<file path="config.mk">
export PLATFORM = sky130hd
export DESIGN_NAME = mux_valve_sequencer_flat
export DESIGN_NICKNAME = d
export VERILOG_FILES = /design/src/rtl/mux_valve_sequencer_if.sv /design/src/rtl/mux_valve_sequencer.sv /design/src/flat_wrapper.sv
export SDC_FILE = /design/constraint.sdc
export NUM_CORES = 1
export LEC_CHECK = 0
export BUFFER_PORTS_ARGS = -buffer_cell sky130_fd_sc_hd__buf_2
export CAP_MARGIN = 20
export CORE_MARGIN = 5
export CORE_UTILIZATION = 55
export CTS_CLUSTER_SIZE = 8
export DETAILED_ROUTE_END_ITERATION = 8
export GPL_ROUTABILITY_DRIVEN = 0
export PLACE_DENSITY = 0.74
export SLEW_MARGIN = 0
export SYNTH_ARGS = -nofsm -noshare
export SYNTH_HDL_FRONTEND = slang
export SYNTH_SLANG_ARGS = --single-unit
export TNS_END_PERCENT = 5
</file>
<file path="constraint.sdc">
create_clock -name clk -period 3.4 [get_ports clk]
set_input_delay 0.34 -clock clk [delete_from_list [all_inputs] [get_ports clk]]
set_output_delay 0.34 -clock clk [all_outputs]
set_load 0.01 [all_outputs]
</file>
<file path="src/rtl/mux_valve_sequencer_if.sv">
// Route-request handshake between the control host and the MUX valve sequencer.
// The host presents branch and dwell with req_valid; the sequencer answers with req_ready.
interface mux_valve_sequencer_if #(
    parameter int unsigned DWELL_W = 16
);
    logic               req_valid;
    logic               req_ready;
    logic               req_branch;
    logic [DWELL_W-1:0] req_dwell;

    modport master (
        output req_valid,
        output req_branch,
        output req_dwell,
        input  req_ready
    );

    modport slave (
        input  req_valid,
        input  req_branch,
        input  req_dwell,
        output req_ready
    );
endinterface

</file>
<file path="src/rtl/mux_valve_sequencer.sv">
// Drives the four pneumatic control lines of the MUX valve tree: it opens the downstream
// valve before the inlet, dwells, then closes the inlet before the downstream valve.
module mux_valve_sequencer #(
    parameter int unsigned SETTLE_CYCLES = 16,
    parameter int unsigned DWELL_W       = 16,
    parameter bit          CLOSED_LEVEL  = 1'b1
) (
    input  logic                   clk,
    input  logic                   rst_n,
    mux_valve_sequencer_if.slave   req,
    input  logic                   abort,
    output logic                   ctrl1,
    output logic                   ctrl2,
    output logic                   ctrl3,
    output logic                   ctrl4,
    output logic                   busy,
    output logic                   done,
    output logic                   done_aborted
);

    localparam int unsigned SETTLE_W = (SETTLE_CYCLES > 1) ? $clog2(SETTLE_CYCLES) : 1;
    localparam logic [SETTLE_W-1:0] SETTLE_LOAD = SETTLE_W'(SETTLE_CYCLES - 1);
    localparam logic OPEN_LEVEL = ~CLOSED_LEVEL;

    localparam logic [2:0] IDLE      = 3'd0;
    localparam logic [2:0] OPEN_OUT  = 3'd1;
    localparam logic [2:0] OPEN_IN   = 3'd2;
    localparam logic [2:0] DWELL     = 3'd3;
    localparam logic [2:0] CLOSE_IN  = 3'd4;
    localparam logic [2:0] CLOSE_OUT = 3'd5;

    logic [2:0]          state,      state_n;
    logic [SETTLE_W-1:0] settle_cnt, settle_n;
    logic [DWELL_W-1:0]  dwell_cnt,  dwell_n;
    logic [DWELL_W-1:0]  dwell_len,  dwell_len_n;
    logic                branch,     branch_n;
    logic                aborted,    aborted_n;
    logic                finish;
    logic                out_open,   in_open;
    logic [3:0]          ctrl_q,     ctrl_n;
    logic                ready_q;
    logic                busy_q;
    logic                done_q;
    logic                done_ab_q;

    // Next-state, counter and latch logic
    always_comb begin
        state_n     = state;
        settle_n    = settle_cnt;
        dwell_n     = dwell_cnt;
        dwell_len_n = dwell_len;
        branch_n    = branch;
        aborted_n   = aborted;
        finish      = 1'b0;

        if (abort && (state != IDLE)) begin
            aborted_n = 1'b1;
        end

        case (state)
            IDLE: begin
                if (req.req_valid) begin
                    state_n     = OPEN_OUT;
                    settle_n    = SETTLE_LOAD;
                    branch_n    = req.req_branch;
                    dwell_len_n = req.req_dwell;
                    aborted_n   = 1'b0;
                end
            end
            OPEN_OUT: begin
                // Inlet never opened yet, so an abort can skip straight to the final close
                if (abort) begin
                    state_n  = CLOSE_OUT;
                    settle_n = SETTLE_LOAD;
                end else if (settle_cnt == '0) begin
                    state_n  = OPEN_IN;
                    settle_n = SETTLE_LOAD;
                end else begin
                    settle_n = settle_cnt - SETTLE_W'(1);
                end
            end
            OPEN_IN: begin
                if (abort) begin
                    state_n  = CLOSE_IN;
                    settle_n = SETTLE_LOAD;
                end else if (settle_cnt == '0) begin
                    if (dwell_len == '0) begin
                        state_n  = CLOSE_IN;
                        settle_n = SETTLE_LOAD;
                    end else begin
                        state_n = DWELL;
                        dwell_n = dwell_len - DWELL_W'(1);
                    end
                end else begin
                    settle_n = settle_cnt - SETTLE_W'(1);
                end
            end
            DWELL: begin
                if (abort || (dwell_cnt == '0)) begin
                    state_n  = CLOSE_IN;
                    settle_n = SETTLE_LOAD;
                end else begin
                    dwell_n = dwell_cnt - DWELL_W'(1);
                end
            end
            CLOSE_IN: begin
                if (settle_cnt == '0) begin
                    state_n  = CLOSE_OUT;
                    settle_n = SETTLE_LOAD;
                end else begin
                    settle_n = settle_cnt - SETTLE_W'(1);
                end
            end
            CLOSE_OUT: begin
                if (settle_cnt == '0) begin
                    state_n = IDLE;
                    finish  = 1'b1;
                end else begin
                    settle_n = settle_cnt - SETTLE_W'(1);
                end
            end
            default: begin
                state_n = IDLE;
            end
        endcase
    end

    // Valve pattern decoded from the upcoming state so line changes coincide with state entry
    always_comb begin
        out_open  = (state_n == OPEN_OUT) || (state_n == OPEN_IN) ||
                    (state_n == DWELL)    || (state_n == CLOSE_IN);
        in_open   = (state_n == OPEN_IN)  || (state_n == DWELL);
        ctrl_n[0] = (in_open  && !branch_n) ? OPEN_LEVEL : CLOSED_LEVEL;
        ctrl_n[1] = (in_open  &&  branch_n) ? OPEN_LEVEL : CLOSED_LEVEL;
        ctrl_n[2] = (out_open && !branch_n) ? OPEN_LEVEL : CLOSED_LEVEL;
        ctrl_n[3] = (out_open &&  branch_n) ? OPEN_LEVEL : CLOSED_LEVEL;
    end

    always_ff @(posedge clk) begin
        if (!rst_n) begin
            state      <= IDLE;
            settle_cnt <= '0;
            dwell_cnt  <= '0;
            dwell_len  <= '0;
            branch     <= 1'b0;
            aborted    <= 1'b0;
            ctrl_q     <= {4{CLOSED_LEVEL}};
            ready_q    <= 1'b1;
            busy_q     <= 1'b0;
            done_q     <= 1'b0;
            done_ab_q  <= 1'b0;
        end else begin
            state      <= state_n;
            settle_cnt <= settle_n;
            dwell_cnt  <= dwell_n;
            dwell_len  <= dwell_len_n;
            branch     <= branch_n;
            aborted    <= aborted_n;
            ctrl_q     <= ctrl_n;
            ready_q    <= (state_n == IDLE);
            busy_q     <= (state_n != IDLE);
            done_q     <= finish;
            done_ab_q  <= finish && aborted_n;
        end
    end

    assign req.req_ready = ready_q;
    assign ctrl1         = ctrl_q[0];
    assign ctrl2         = ctrl_q[1];
    assign ctrl3         = ctrl_q[2];
    assign ctrl4         = ctrl_q[3];
    assign busy          = busy_q;
    assign done          = done_q;
    assign done_aborted  = done_ab_q;

endmodule

</file>
<file path="src/flat_wrapper.sv">
// flat-port wrapper written by rule: the top's interface ports become plain ports
module mux_valve_sequencer_flat 
#(
    parameter int unsigned SETTLE_CYCLES = 16,
    parameter int unsigned DWELL_W       = 16,
    parameter bit          CLOSED_LEVEL  = 1'b1
)
  (clk, rst_n, abort, ctrl1, ctrl2, ctrl3, ctrl4, busy, done, done_aborted, req_req_valid, req_req_branch, req_req_dwell, req_req_ready);
  mux_valve_sequencer_if #(.DWELL_W(DWELL_W)) req_i ();
  input  logic clk;
  input  logic rst_n;
  input  logic abort;
  output logic ctrl1;
  output logic ctrl2;
  output logic ctrl3;
  output logic ctrl4;
  output logic busy;
  output logic done;
  output logic done_aborted;
  input wire logic [$bits(req_i.req_valid)-1:0] req_req_valid;
  input wire logic [$bits(req_i.req_branch)-1:0] req_req_branch;
  input wire logic [$bits(req_i.req_dwell)-1:0] req_req_dwell;
  output wire logic [$bits(req_i.req_ready)-1:0] req_req_ready;
  assign req_i.req_valid = req_req_valid;
  assign req_i.req_branch = req_req_branch;
  assign req_i.req_dwell = req_req_dwell;
  assign req_req_ready = req_i.req_ready;
  mux_valve_sequencer #(.SETTLE_CYCLES(SETTLE_CYCLES), .DWELL_W(DWELL_W), .CLOSED_LEVEL(CLOSED_LEVEL)) u_core (.clk(clk), .rst_n(rst_n), .req(req_i), .abort(abort), .ctrl1(ctrl1), .ctrl2(ctrl2), .ctrl3(ctrl3), .ctrl4(ctrl4), .busy(busy), .done(done), .done_aborted(done_aborted));
endmodule
</file>
==> impl_results.rst <==
.. list-table::
   :header-rows: 1

   * - Metric
     - Value
   * - Path depth of the worst reg2reg path
     - 9
   * - CTS tree
     - yes
   * - Tightest Pin Transition
     - between 900 and 1000 ps
   * - Data required time of the critical path
     - ~3600 ps
   * - Post-CTS setup buffer count
     - 0
   * - Flip-flop and latch count after synthesis
     - between 40 and 50
   * - Clock root cell
     - sky130_fd_sc_hd__clkbuf_8
   * - Share of post-route cells with drive strength above 1
     - 18.03%
   * - Post-synth EDFFs
     - 0
   * - DIE WIDTH
     - roughly 80 um
   * - Count of routing violations after the opening detailed-route iteration
     - between 300 and 400
   * - Worst setup slack before clock tree synthesis
     - ~530 ps
   * - Drt drc
     - 0
   * - Clock transition at the registers of the reported paths
     - 100 ps
   * - Area delta synth->final
     - 9.883%
   * - Antenna violations before repair
     - 0
   * - RSZ-0062 raised after global routing
     - no
   * - Met2 routing resource usage after global routing
     - 35.71%
   * - Peak supply drop
     - roughly 0.00024 V
   * - Cells after Synth
     - around 340
   * - WL/cell
     - approximately 16 um
   * - Critical Path Start Type
     - flip-flop
   * - Row count
     - 25
   * - Final ANT Viol Nets
     - 0
   * - Number of optimization iterations in the first detailed-route pass
     - 5
   * - Vias in the first global route
     - 2421
   * - GRT Total Usage
     - between 20% and 30%
   * - Placed wire-length estimate
     - around 4800 um
   * - Total instance count after detailed placement
     - 425
   * - # port buffers
     - 28
   * - Pin count of the biggest net entering global routing
     - 29
   * - Type of the most critical hold path
     - in2reg
   * - Most instantiated library cell after synthesis
     - sky130_fd_sc_hd__nand2_1
   * - Total wirelength of the detailed-routed design
     - 6789 um
   * - Fin. max-slew vios
     - 0
   * - Cell type with the highest aggregate area in the netlist
     - sky130_fd_sc_hd__dfxtp_1
   * - Die Outline Area
     - around 6600 um^2
   * - Data arrival, critical path
     - approximately 3200 ps
   * - Number of vias per cell after detailed routing
     - 6.145
   * - GRT Max-Usage Layer
     - met2
   * - H-tree levels
     - 2
   * - Bufs on Longest Clock Path
     - 2
   * - Number of max-cap violations
     - 0
   * - Achievable clock frequency
     - 0.3349 GHz
   * - DR vias
     - between 2000 and 3000
   * - Met1 Track Usage GR
     - a little under a third
   * - Number of buffers added by the clock tree synthesis step
     - 5
   * - Sum of negative setup slack
     - 0 ps
   * - Per-instance average area after synthesis
     - approximately 8.1 um^2
   * - Portion of the post-synthesis area used by sequential elements
     - 35.38%
   * - Number of sinks handled by clock tree synthesis
     - 49
   * - Number of failing setup endpoints in the final timing report
     - 0
   * - Diode insertion count for antenna repair
     - 0
   * - Type of the setup path with the least slack
     - reg2reg
   * - Fraction of registers with async set/reset
     - 0%
   * - Endpoint of the worst register-to-register path
     - u_core.dwell_cnt[14]
   * - Cts hold-fix bufs
     - 0
   * - Worst hold path startpoint
     - req_req_dwell[5]
   * - Final Non-Filler Cells
     - about 430
   * - Run status
     - finished, final reports clean
   * - Net total in the final layout
     - ~390
   * - Number of placed I/O pins
     - 29
   * - Final critical delay including setup and external delays
     - between 2000 and 3000 ps
   * - Initial Util
     - 57.56%
   * - Endpoint, Worst Hold
     - u_core.dwell_len[5]
   * - Number of warning messages in the yosys log
     - 0
   * - Global route overflow
     - 0
   * - Ys flop type
     - sky130_fd_sc_hd__dfxtp_1
   * - Post-CTS Resized
     - 0
   * - Leading cell types by total area after synthesis
     - sky130_fd_sc_hd__dfxtp_1 (35%), sky130_fd_sc_hd__nand2_1 (7.9%), sky130_fd_sc_hd__a21oi_1 (6.9%), sky130_fd_sc_hd__nor2_1 (3.2%), sky130_fd_sc_hd__nand4_1 (1.8%)
   * - Rel. slew slack
     - a little under two fifths
   * - Core Footprint
     - 4817 um^2
   * - Met3 Track Usage GR
     - 3.880%
   * - Final worst clock skew
     - approximately 7.3 ps
   * - Post-route clock period utilization
     - between 80 and 90%
   * - Worst setup margin
     - 413.6 ps
   * - Commonest cells in the synthesized netlist
     - sky130_fd_sc_hd__nand2_1 (58), sky130_fd_sc_hd__dfxtp_1 (49), sky130_fd_sc_hd__a21oi_1 (38)
   * - Number of filler cells placed in the layout
     - ~460
   * - Power per Cell Area
     - between 400 and 500 nW/um^2
   * - Die H
     - ~81 um
   * - CP endpoint kind
     - flip-flop
   * - Worst reg2reg path startpoint
     - u_core.state[2]
   * - Maximum fanout along the worst path
     - 15
   * - Top cell type's share of synthesized area
     - approximately 35%
   * - Clock insertion delay at the later pin of the skew report
     - 310 ps
   * - Global-route wire length before repair
     - between 10000 and 15000 um
   * - Standby leakage power
     - around 1.2 nW
   * - Net count after synthesis
     - between 300 and 400
   * - Mapped cell area
     - between 2000 and 3000 um^2
   * - Number of distinct library cell variants in the gate-level netlist after synthesis
     - 77
   * - Count of cells along the worst hold path
     - 3
   * - Setup slack of the worst register-to-register path
     - roughly 410 ps
   * - Final-report hold violation count
     - 0
==> kinds of logic after synthesis <==
logic type,Yosys count,share of synthesized area (%)
AOI/OAI and AO/OA,103,25.23
xor gates and xnor gates,3,0.9478
adders and majority gates,3,1.354
buffers and inverters,28,5.099
DFF,49,35.38
muxes,5,2.031
and+or+nand+nor,153,29.96
==> where the power goes <==
part / internal [W] / switching, W / leakage, nW
Sequential: 0.000605 / 0.0000386 / 0.400
Combinational: 0.000129 / 0.000164 / 0.719
Clock: 0.000221 / 0.000209 / 0.0585
Total: 0.000955 / 0.000411 / 1.18
==> worst max-delay path by stage <==
stage	start	to	slack, ps	cells after the start
6_report	u_core.state[2]	u_core.dwell_cnt[14]	410	9
5_1_grt	u_core.state[2]	u_core.dwell_cnt[14]	220	9
4_1_cts	u_core.state[2]	u_core.dwell_cnt[14]	490	9
3_5_place_dp	u_core.state[2]	u_core.dwell_cnt[14]	530	9
3_3_place_gp	u_core.state[2]	u_core.dwell_cnt[14]	670	9
2_1_floorplan	u_core.state[1]	u_core.dwell_cnt[14]	470	13
==> through the flow <==
step / instance area [um^2] / hold WS (ps) / power, W / util [%]
after global placement: 2934 / 460.6 / 0.0009394 / 60.91
final: 3047 / 260.9 / 0.001367 / 63.25
after floorplan: 2773 / 445.2 / 0.0008738 / -
after global routing: 3047 / 259.6 / 0.001444 / 63.25
after CTS: 3047 / 259.7 / 0.001368 / 63.25
after detailed placement: 2934 / 470.5 / 0.0009437 / 60.91
==> cell type report <==
| class | count | area [um^2] | share of cell area, % |
|---|---|---|---|
| clock buffer | 5 | 68.82 | 2.259 |
| clock inverter | 3 | 43.79 | 1.437 |
| inverter | 7 | 26.28 | 0.8624 |
| multi-input combinational | 267 | 1650 | 54.17 |
| sequential | 49 | 980.9 | 32.20 |
| tap | 67 | 83.83 | 2.752 |
| timing repair buffer | 35 | 192.7 | 6.324 |
==> sequential cells by signal, indices dropped and copies added (netlist names) <==
signal                flops
u_core.aborted            1
u_core.branch             1
u_core.busy               1
u_core.ctrl_q             4
u_core.done               1
u_core.done_aborted       1
u_core.dwell_cnt         16
u_core.dwell_len         16
u_core.req.req_ready      1
u_core.settle_cnt         4
u_core.state              3
==> layout by cell type, fill, tap and decap left out, drive strengths merged, types with 4 or more instances in the layout <==
cell | synthesis | routed
or3 | 4 | 4
nand2 | 58 | 58
nand4 | 8 | 8
inv | 6 | 7
nor3b | 4 | 4
dfxtp | 49 | 49
clkbuf | 12 | 5
o21a | 5 | 5
and2 | 4 | 4
nor4 | 4 | 4
o21ai | 13 | 13
a31oi | 5 | 5
o22ai | 4 | 4
and3b | 4 | 4
nor3 | 11 | 11
a211oi | 4 | 4
a21oi | 40 | 40
nor2 | 24 | 24
and3 | 4 | 4
buf | 9 | 35
nand3 | 8 | 8
==> critical path, cell delays in order, from the launching register on <==
cell and delay [ps]:
sky130_fd_sc_hd__dfxtp_1 580, sky130_fd_sc_hd__nand3b_2 300, sky130_fd_sc_hd__mux2i_1 280, sky130_fd_sc_hd__ha_1 370
sky130_fd_sc_hd__nor4b_1 390, sky130_fd_sc_hd__nand4_1 180, sky130_fd_sc_hd__a221oi_2 390, sky130_fd_sc_hd__o22ai_1 140
sky130_fd_sc_hd__a21oi_1 150, sky130_fd_sc_hd__a21oi_1 70
==> metal layers <==
layer	vias up	routed length, um
li1	1307	-
met1	1249	3269
met2	96	2991
met3	9	443
met4	0	85
met5	-	0
Note: power is estimated with default switching activity, not from simulation.
